`src/rtl/lif_neuron_array_if.sv`:
```
// lif_neuron_array_if
//   Control and spike-stream bundle for lif_neuron_array.
//   master: drives step, current, reset_mode, thr_wr, thr_data;
//           observes busy, spike_valid, spike_idx, spikes, done.
//   slave : the neuron array (directions reversed).
//   Signals:
//     step        start one timestep scan (taken only when idle)
//     current     packed per-neuron input currents, neuron k at [k*WIDTH +: WIDTH]
//     reset_mode  0 = subtract threshold on spike, 1 = reset membrane to zero
//     thr_wr      threshold write strobe (taken only when idle)
//     thr_data    new threshold value
//     busy        scan in progress
//     spike_valid a neuron fired on the previous update cycle
//     spike_idx   index of that neuron
//     spikes      spike vector of the current/last step
//     done        one-cycle pulse at end of scan
interface lif_neuron_array_if #(
  parameter int N_NEURONS = 4,
  parameter int WIDTH     = 8,
  parameter int IDXW      = $clog2(N_NEURONS)
) ();
  logic                       step;
  logic [N_NEURONS*WIDTH-1:0] current;
  logic                       reset_mode;
  logic                       thr_wr;
  logic [WIDTH-1:0]           thr_data;
  logic                       busy;
  logic                       spike_valid;
  logic [IDXW-1:0]            spike_idx;
  logic [N_NEURONS-1:0]       spikes;
  logic                       done;

  modport master (
    output step, current, reset_mode, thr_wr, thr_data,
    input  busy, spike_valid, spike_idx, spikes, done
  );

  modport slave (
    input  step, current, reset_mode, thr_wr, thr_data,
    output busy, spike_valid, spike_idx, spikes, done
  );
endinterface

```
`src/rtl/lif_neuron_array.sv`:
```
// lif_neuron_array
//   Time-multiplexed array of N leaky integrate-and-fire neurons sharing one
//   update datapath. A step scans neurons 0..N-1, one per cycle, applying
//   leak (U - (U >> LEAK_SHIFT)), saturating current integration and a
//   threshold compare with subtract or zero reset on firing.
//   Optional feature macro: LIF_REFRACTORY_EN (per-neuron refractory counter).
//   Ports:
//     clk           clock, rising edge
//     rst_n         synchronous active-low reset
//     bus           lif_neuron_array_if.slave (step/current/threshold in,
//                   busy/spike stream/spike vector/done out)
//     state_rd_idx  membrane read index
//     state_rd      membrane of neuron state_rd_idx (combinational read)
module lif_neuron_array #(
  parameter  int N_NEURONS    = 4,
  parameter  int WIDTH        = 8,
  parameter  int LEAK_SHIFT   = 2,
  parameter  int THRESH_INIT  = 230,
  parameter  int REFRAC_STEPS = 2,
  localparam int IDXW         = $clog2(N_NEURONS)
) (
  input  logic                 clk,
  input  logic                 rst_n,
  lif_neuron_array_if.slave    bus,
  input  logic [IDXW-1:0]      state_rd_idx,
  output logic [WIDTH-1:0]     state_rd
);

  if (N_NEURONS < 2 || REFRAC_STEPS < 0) begin : g_bad_cfg
    $error("lif_neuron_array: needs N_NEURONS >= 2 and REFRAC_STEPS >= 0");
  end

  typedef enum logic [1:0] {IDLE, SCAN, DONE} state_t;

  localparam logic [IDXW-1:0] LAST_IDX = IDXW'(N_NEURONS - 1);

  state_t           state_q, state_d;
  logic [WIDTH-1:0] mem    [N_NEURONS];
  logic [WIDTH-1:0] cur_in [N_NEURONS];
  logic [WIDTH-1:0] cur_q  [N_NEURONS];
  logic [WIDTH-1:0] thr_q;
  logic             mode_q;
  logic [IDXW-1:0]  idx_q;

  logic [WIDTH-1:0] u_cur, decay, v, u_next;
  logic [WIDTH:0]   sum;
  logic             fire;

`ifdef LIF_REFRACTORY_EN
  localparam int RC_W = (REFRAC_STEPS < 2) ? 1 : $clog2(REFRAC_STEPS + 1);
  logic [RC_W-1:0] rc [N_NEURONS];
`endif

  for (genvar g = 0; g < N_NEURONS; g++) begin : g_unpack
    assign cur_in[g] = bus.current[g*WIDTH +: WIDTH];
  end

  assign state_rd = (int'(state_rd_idx) < N_NEURONS) ? mem[state_rd_idx] : '0;

  always_comb begin
    state_d  = state_q;
    bus.busy = 1'b1;
    bus.done = 1'b0;
    case (state_q)
      IDLE: begin
        bus.busy = 1'b0;
        if (bus.step) state_d = SCAN;
      end
      SCAN:    if (idx_q == LAST_IDX) state_d = DONE;
      DONE: begin
        bus.done = 1'b1;
        state_d  = IDLE;
      end
      default: state_d = IDLE;
    endcase
  end

  // Shared update datapath for neuron idx_q. The sum is one bit wider so
  // overflow is detected and clamped instead of wrapping.
  always_comb begin
    u_cur  = mem[idx_q];
    decay  = u_cur - (u_cur >> LEAK_SHIFT);
    sum    = {1'b0, decay} + {1'b0, cur_q[idx_q]};
    v      = sum[WIDTH] ? '1 : sum[WIDTH-1:0];
    fire   = (v >= thr_q);
    u_next = fire ? (mode_q ? '0 : v - thr_q) : v;
`ifdef LIF_REFRACTORY_EN
    if (rc[idx_q] != '0) begin
      fire   = 1'b0;
      u_next = decay;
    end
`endif
  end

  always_ff @(posedge clk) begin
    if (!rst_n) begin
      state_q         <= IDLE;
      idx_q           <= '0;
      thr_q           <= WIDTH'(THRESH_INIT);
      mode_q          <= 1'b0;
      bus.spike_valid <= 1'b0;
      bus.spike_idx   <= '0;
      bus.spikes      <= '0;
      for (int unsigned k = 0; k < N_NEURONS; k++) begin
        mem[k]   <= '0;
        cur_q[k] <= '0;
`ifdef LIF_REFRACTORY_EN
        rc[k]    <= '0;
`endif
      end
    end else begin
      state_q         <= state_d;
      bus.spike_valid <= 1'b0;
      if (state_q == IDLE) begin
        if (bus.thr_wr) thr_q <= bus.thr_data;
        if (bus.step) begin
          cur_q      <= cur_in;
          mode_q     <= bus.reset_mode;
          idx_q      <= '0;
          bus.spikes <= '0;
        end
      end
      if (state_q == SCAN) begin
        mem[idx_q]        <= u_next;
        bus.spikes[idx_q] <= fire;
        bus.spike_valid   <= fire;
        bus.spike_idx     <= idx_q;
        idx_q             <= idx_q + 1'b1;
`ifdef LIF_REFRACTORY_EN
        if (rc[idx_q] != '0) rc[idx_q] <= rc[idx_q] - 1'b1;
        else if (fire)       rc[idx_q] <= RC_W'(REFRAC_STEPS);
`endif
      end
    end
  end

endmodule
```
`src/flat_wrapper.sv`:
```
// flat-port wrapper written by rule: the top's interface ports become plain ports
module lif_neuron_array_flat 
#(
  parameter  int N_NEURONS    = 4,
  parameter  int WIDTH        = 8,
  parameter  int LEAK_SHIFT   = 2,
  parameter  int THRESH_INIT  = 230,
  parameter  int REFRAC_STEPS = 2,
  localparam int IDXW         = $clog2(N_NEURONS)
)
  (clk, rst_n, state_rd_idx, state_rd, bus_step, bus_current, bus_reset_mode, bus_thr_wr, bus_thr_data, bus_busy, bus_spike_valid, bus_spike_idx, bus_spikes, bus_done);
  lif_neuron_array_if #(.N_NEURONS(N_NEURONS), .WIDTH(WIDTH)) bus_i ();
  input  logic clk;
  input  logic rst_n;
  input  logic [IDXW-1:0] state_rd_idx;
  output logic [WIDTH-1:0] state_rd;
  input wire logic [$bits(bus_i.step)-1:0] bus_step;
  input wire logic [$bits(bus_i.current)-1:0] bus_current;
  input wire logic [$bits(bus_i.reset_mode)-1:0] bus_reset_mode;
  input wire logic [$bits(bus_i.thr_wr)-1:0] bus_thr_wr;
  input wire logic [$bits(bus_i.thr_data)-1:0] bus_thr_data;
  output wire logic [$bits(bus_i.busy)-1:0] bus_busy;
  output wire logic [$bits(bus_i.spike_valid)-1:0] bus_spike_valid;
  output wire logic [$bits(bus_i.spike_idx)-1:0] bus_spike_idx;
  output wire logic [$bits(bus_i.spikes)-1:0] bus_spikes;
  output wire logic [$bits(bus_i.done)-1:0] bus_done;
  assign bus_i.step = bus_step;
  assign bus_i.current = bus_current;
  assign bus_i.reset_mode = bus_reset_mode;
  assign bus_i.thr_wr = bus_thr_wr;
  assign bus_i.thr_data = bus_thr_data;
  assign bus_busy = bus_i.busy;
  assign bus_spike_valid = bus_i.spike_valid;
  assign bus_spike_idx = bus_i.spike_idx;
  assign bus_spikes = bus_i.spikes;
  assign bus_done = bus_i.done;
  lif_neuron_array #(.N_NEURONS(N_NEURONS), .WIDTH(WIDTH), .LEAK_SHIFT(LEAK_SHIFT), .THRESH_INIT(THRESH_INIT), .REFRAC_STEPS(REFRAC_STEPS)) u_core (.clk(clk), .rst_n(rst_n), .bus(bus_i), .state_rd_idx(state_rd_idx), .state_rd(state_rd));
endmodule
```
`config.mk`:
```
export PLATFORM = sky130hd
export DESIGN_NAME = lif_neuron_array_flat
export DESIGN_NICKNAME = d
export VERILOG_FILES = /design/src/rtl/lif_neuron_array_if.sv /design/src/rtl/lif_neuron_array.sv /design/src/flat_wrapper.sv
export SDC_FILE = /design/constraint.sdc
export NUM_CORES = 1
export LEC_CHECK = 0
export CORE_MARGIN = 8
export CORE_UTILIZATION = 60
export CTS_CLUSTER_DIAMETER = 40
export DETAILED_ROUTE_END_ITERATION = 7
export PLACE_DENSITY = 0.92
export SLEW_MARGIN = 0
export SYNTH_ARGS = -nofsm -noshare
export SYNTH_HDL_FRONTEND = slang
export SYNTH_SLANG_ARGS = --single-unit
```
`constraint.sdc`:
```
create_clock -name clk -period 9.8 [get_ports clk]
set_clock_uncertainty 0.05 [all_clocks]
set_input_delay 1.96 -clock clk [delete_from_list [all_inputs] [get_ports clk]]
set_output_delay 1.96 -clock clk [all_outputs]
set_load 0.02 [all_outputs]
```
==> reports/results.txt <==
status -> complete, no violations
vias in the first global route -> 4217
Top FF cell, synth -> dfxtp_1
Setup Crit Path Kind -> reg -> reg
worst min path class -> reg -> reg
clock share of power -> 12.0%
Final Power -> 0.002094 W
Via density -> 6.214
Final Non-Filler Cells -> 679
Site Rows -> 33
Switching Share -> 48.51%
post-detail-place hpwl -> 9242 um
Post-CTS Setup Repair Bufs -> 0
combinational share of power -> 66.1%
Initial Util -> 61.33%
1st-pass router iterations -> 5
CP Launch Type -> flop
cts bufs inserted -> 9
setup TNS -> 0 ns
DIE WIDTH -> 107.4 um
Die ar. -> 11540 um^2
Fmax achieved -> 0.1440 GHz
initial antenna violation count -> 0
CTS tree -> done
fin crit share -> 70.87%
height of the chip -> 107.4 um
sequential power share -> 21.8%
largest fanout on the critical path -> 17
Reg clk slew, reported paths -> 0.09 ns
DR iter-0 viols -> 307
Critical Path AT -> 6.99 ns
final wirelength -> 12370 um
register area share after synthesis -> 40.73%
max-slew violation count -> 0
Post-Synthesis Cells -> 520
Post-synth EDFFs -> 32
layout cell share with drive strength beyond 1 -> 9.930%
syn avg cell area -> 9.641 um^2
routed wl met2 -> 6201 um
CP Capture Type -> flop
P_int -> 0.001079 W
# DRC -> 0
CP required -> 9.84 ns
yosys warns -> 0
core area -> 8175 um^2
Multi-input gate area -> 2683 um^2
H-Tree Depth -> 3
fill count -> 576
placed cell count -> 663
Resize count post-CTS -> 0
n_diodes -> 0
post-synthesis net count -> 597
Port-buffer cells -> 63
Top Metal Used -> met4
Placer Congestion -> 0.8782
Skew-Pair Late Insertion Delay -> 0.37 ns
Lkg Pwr -> 2.253 nW
post-synthesis to final-layout area growth -> 16.40%
clk buf depth -> 2
total congestion overflow -> 0
largest net degree at the start of global routing -> 41
most frequent cells in the layout -> 98 x nand2_1, 63 x clkdlybuf4s50_1, 54 x dfxtp_1
met3 wire length -> 897 um
switching pwr -> 0.001016 W
Met1 Wirelength -> 4802 um
ys async rst share -> 0%
via count -> 4219
Detail Route Antenna Nets -> 0
Max Cap Viol -> 0
Max-slew headroom -> 19.32%
Least-Margin Pin Slew -> 1.204 ns
commonest non-fill, non-tap cell in the layout -> nand2_1
post-synthesis register bit count -> 86
RSZ-0062 raised after global routing -> false
power density cells -> 358.9 nW/um^2
Yosys cell types -> 63
nets -> 646
fin crit period -> 6.945 ns
drt wl/cell -> 18.22 um
synthesized cell area -> 5014 um^2
global-route wire length before repair -> 19690 um
Setup Viol. Count Final -> 0
register area -> 2042 um^2
main area contributors after synthesis -> dfxtp_1 22%, edfxtp_1 19%, mux4_2 11%
clk root buf -> clkbuf_8
Fin. Hold Viols -> 0
Hold Buf Count CTS -> 0
area share of the largest cell type after synthesis -> 21.56%
gr usage total -> 21.56%
num ports -> 64
TritonCTS Sinks -> 86
VDD IR-drop max -> 0.0001739 V
area leader, netlist -> dfxtp_1
critical path, stage by stage (launching register included):
cell and delay, ns:
dfxtp_1 0.70, mux4_2 0.58, inv_1 0.08, ha_1 0.15
inv_1 0.05, fa_1 0.40, a21o_1 0.18, a21oi_1 0.20
o21ai_0 0.15, xnor2_1 0.22, ha_1 0.35, o21a_1 0.23
a21oi_2 0.24, nand2_1 0.17, nor3_1 0.56, inv_1 0.10
ha_1 0.43, nand3_1 0.13, a21boi_0 0.15, nor3_2 0.94
mux2i_1 0.47, nor2_1 0.12
path summary, 6_finish.rpt:
check | startpoint | end | slack [ns] | cells after the start
setup / recovery | flop | u_core.mem[0][3] | 2.85 | 21
hold / removal | u_core.cur_q[5] | u_core.cur_q[5] | 0.41 | 2
setup reg to reg | flop | u_core.mem[0][3] | 2.85 | 21
hold reg to reg | u_core.cur_q[5] | u_core.cur_q[5] | 0.41 | 2
per-stage QoR:
stage	hold slack [ns]	instance area, um^2	worst slack (ns)	util, %
5_1_grt	0.4292	5836	2.439	71.38
6_report	0.4105	5836	2.855	71.38
4_1_cts	0.4097	5836	2.993	71.38
3_3_place_gp	0.3906	5639	3.412	68.98
2_1_floorplan	0.3831	5014	4.253	-
3_5_place_dp	0.3977	5639	3.006	68.98
metal layers:
layer,vias up,global-route usage [%]
met2,213,37.29
met5,-,0
met3,57,5.509
met1,1977,23.93
li1,1972,-
met4,0,11.30
layout make-up:
| type | count | area share, % |
|---|---|---|
| Multi-Input combinational cell | 376 | 45.97 |
| Sequential cell | 86 | 34.99 |
| Clock buffer | 10 | 2.187 |
| Inverter | 29 | 2.101 |
| Clock inverter | 6 | 1.179 |
| Tap cell | 105 | 2.251 |
| Timing Repair Buffer | 67 | 11.32 |
Yosys cell counts (2+ instances only):
cell type	number
or3_1	3
a21oi_2	2
buf_2	2
and3_1	2
inv_1	28
dfxtp_1	54
buf_4	2
and2_1	6
a211oi_1	4
nand3_1	13
a21oi_1	53
o21ai_0	20
xor2_1	2
buf_1	2
nor3b_1	3
edfxtp_1	32
a2111oi_0	2
clkbuf_1	18
o21a_1	3
xnor2_1	5
nand3b_1	3
ha_1	27
fa_1	3
o22ai_1	5
nor2_1	34
nor3_1	2
o31ai_1	4
o211ai_1	8
nand4_1	4
a31oi_1	2
a211o_1	2
clkbuf_8	4
o32ai_1	3
nor2b_1	7
mux2i_1	5
nand2_1	98
mux4_2	24
or4_1	3
a21o_1	2
state kept, by name, indices dropped and copies added (netlist names), named ones only:
| signal | count |
|---|---|
| u_core.thr_q | 8 |
| u_core.bus.spikes | 4 |
| u_core.cur_q | 32 |
| u_core.idx_q | 2 |
| u_core.bus.spike_valid | 1 |
| u_core.mode_q | 1 |
| u_core.bus.spike_idx | 2 |
| u_core.state_q | 2 |
| u_core.mem | 32 |
logic make-up after synthesis:
kind of cell    share of synthesized area [%]
compound gates                          14.33
xor+xnor                                1.223
fa+ha+maj                               7.936
buf+inv                                 5.765
flops                                   40.73
mux                                     12.00
simple gates                            18.02
power by group through the flow:
stage / registers (W) / logic [W] / clock network [W]
6_report: 0.000457 / 0.00139 / 0.000252
5_1_grt: 0.000463 / 0.00149 / 0.000265
4_1_cts: 0.000456 / 0.00135 / 0.000253
3_5_place_dp: 0.000465 / 0.00134 / 0
3_3_place_gp: 0.000460 / 0.00127 / 0
2_1_floorplan: 0.000456 / 0.00107 / 0
(Power assumes the default switching activity.)
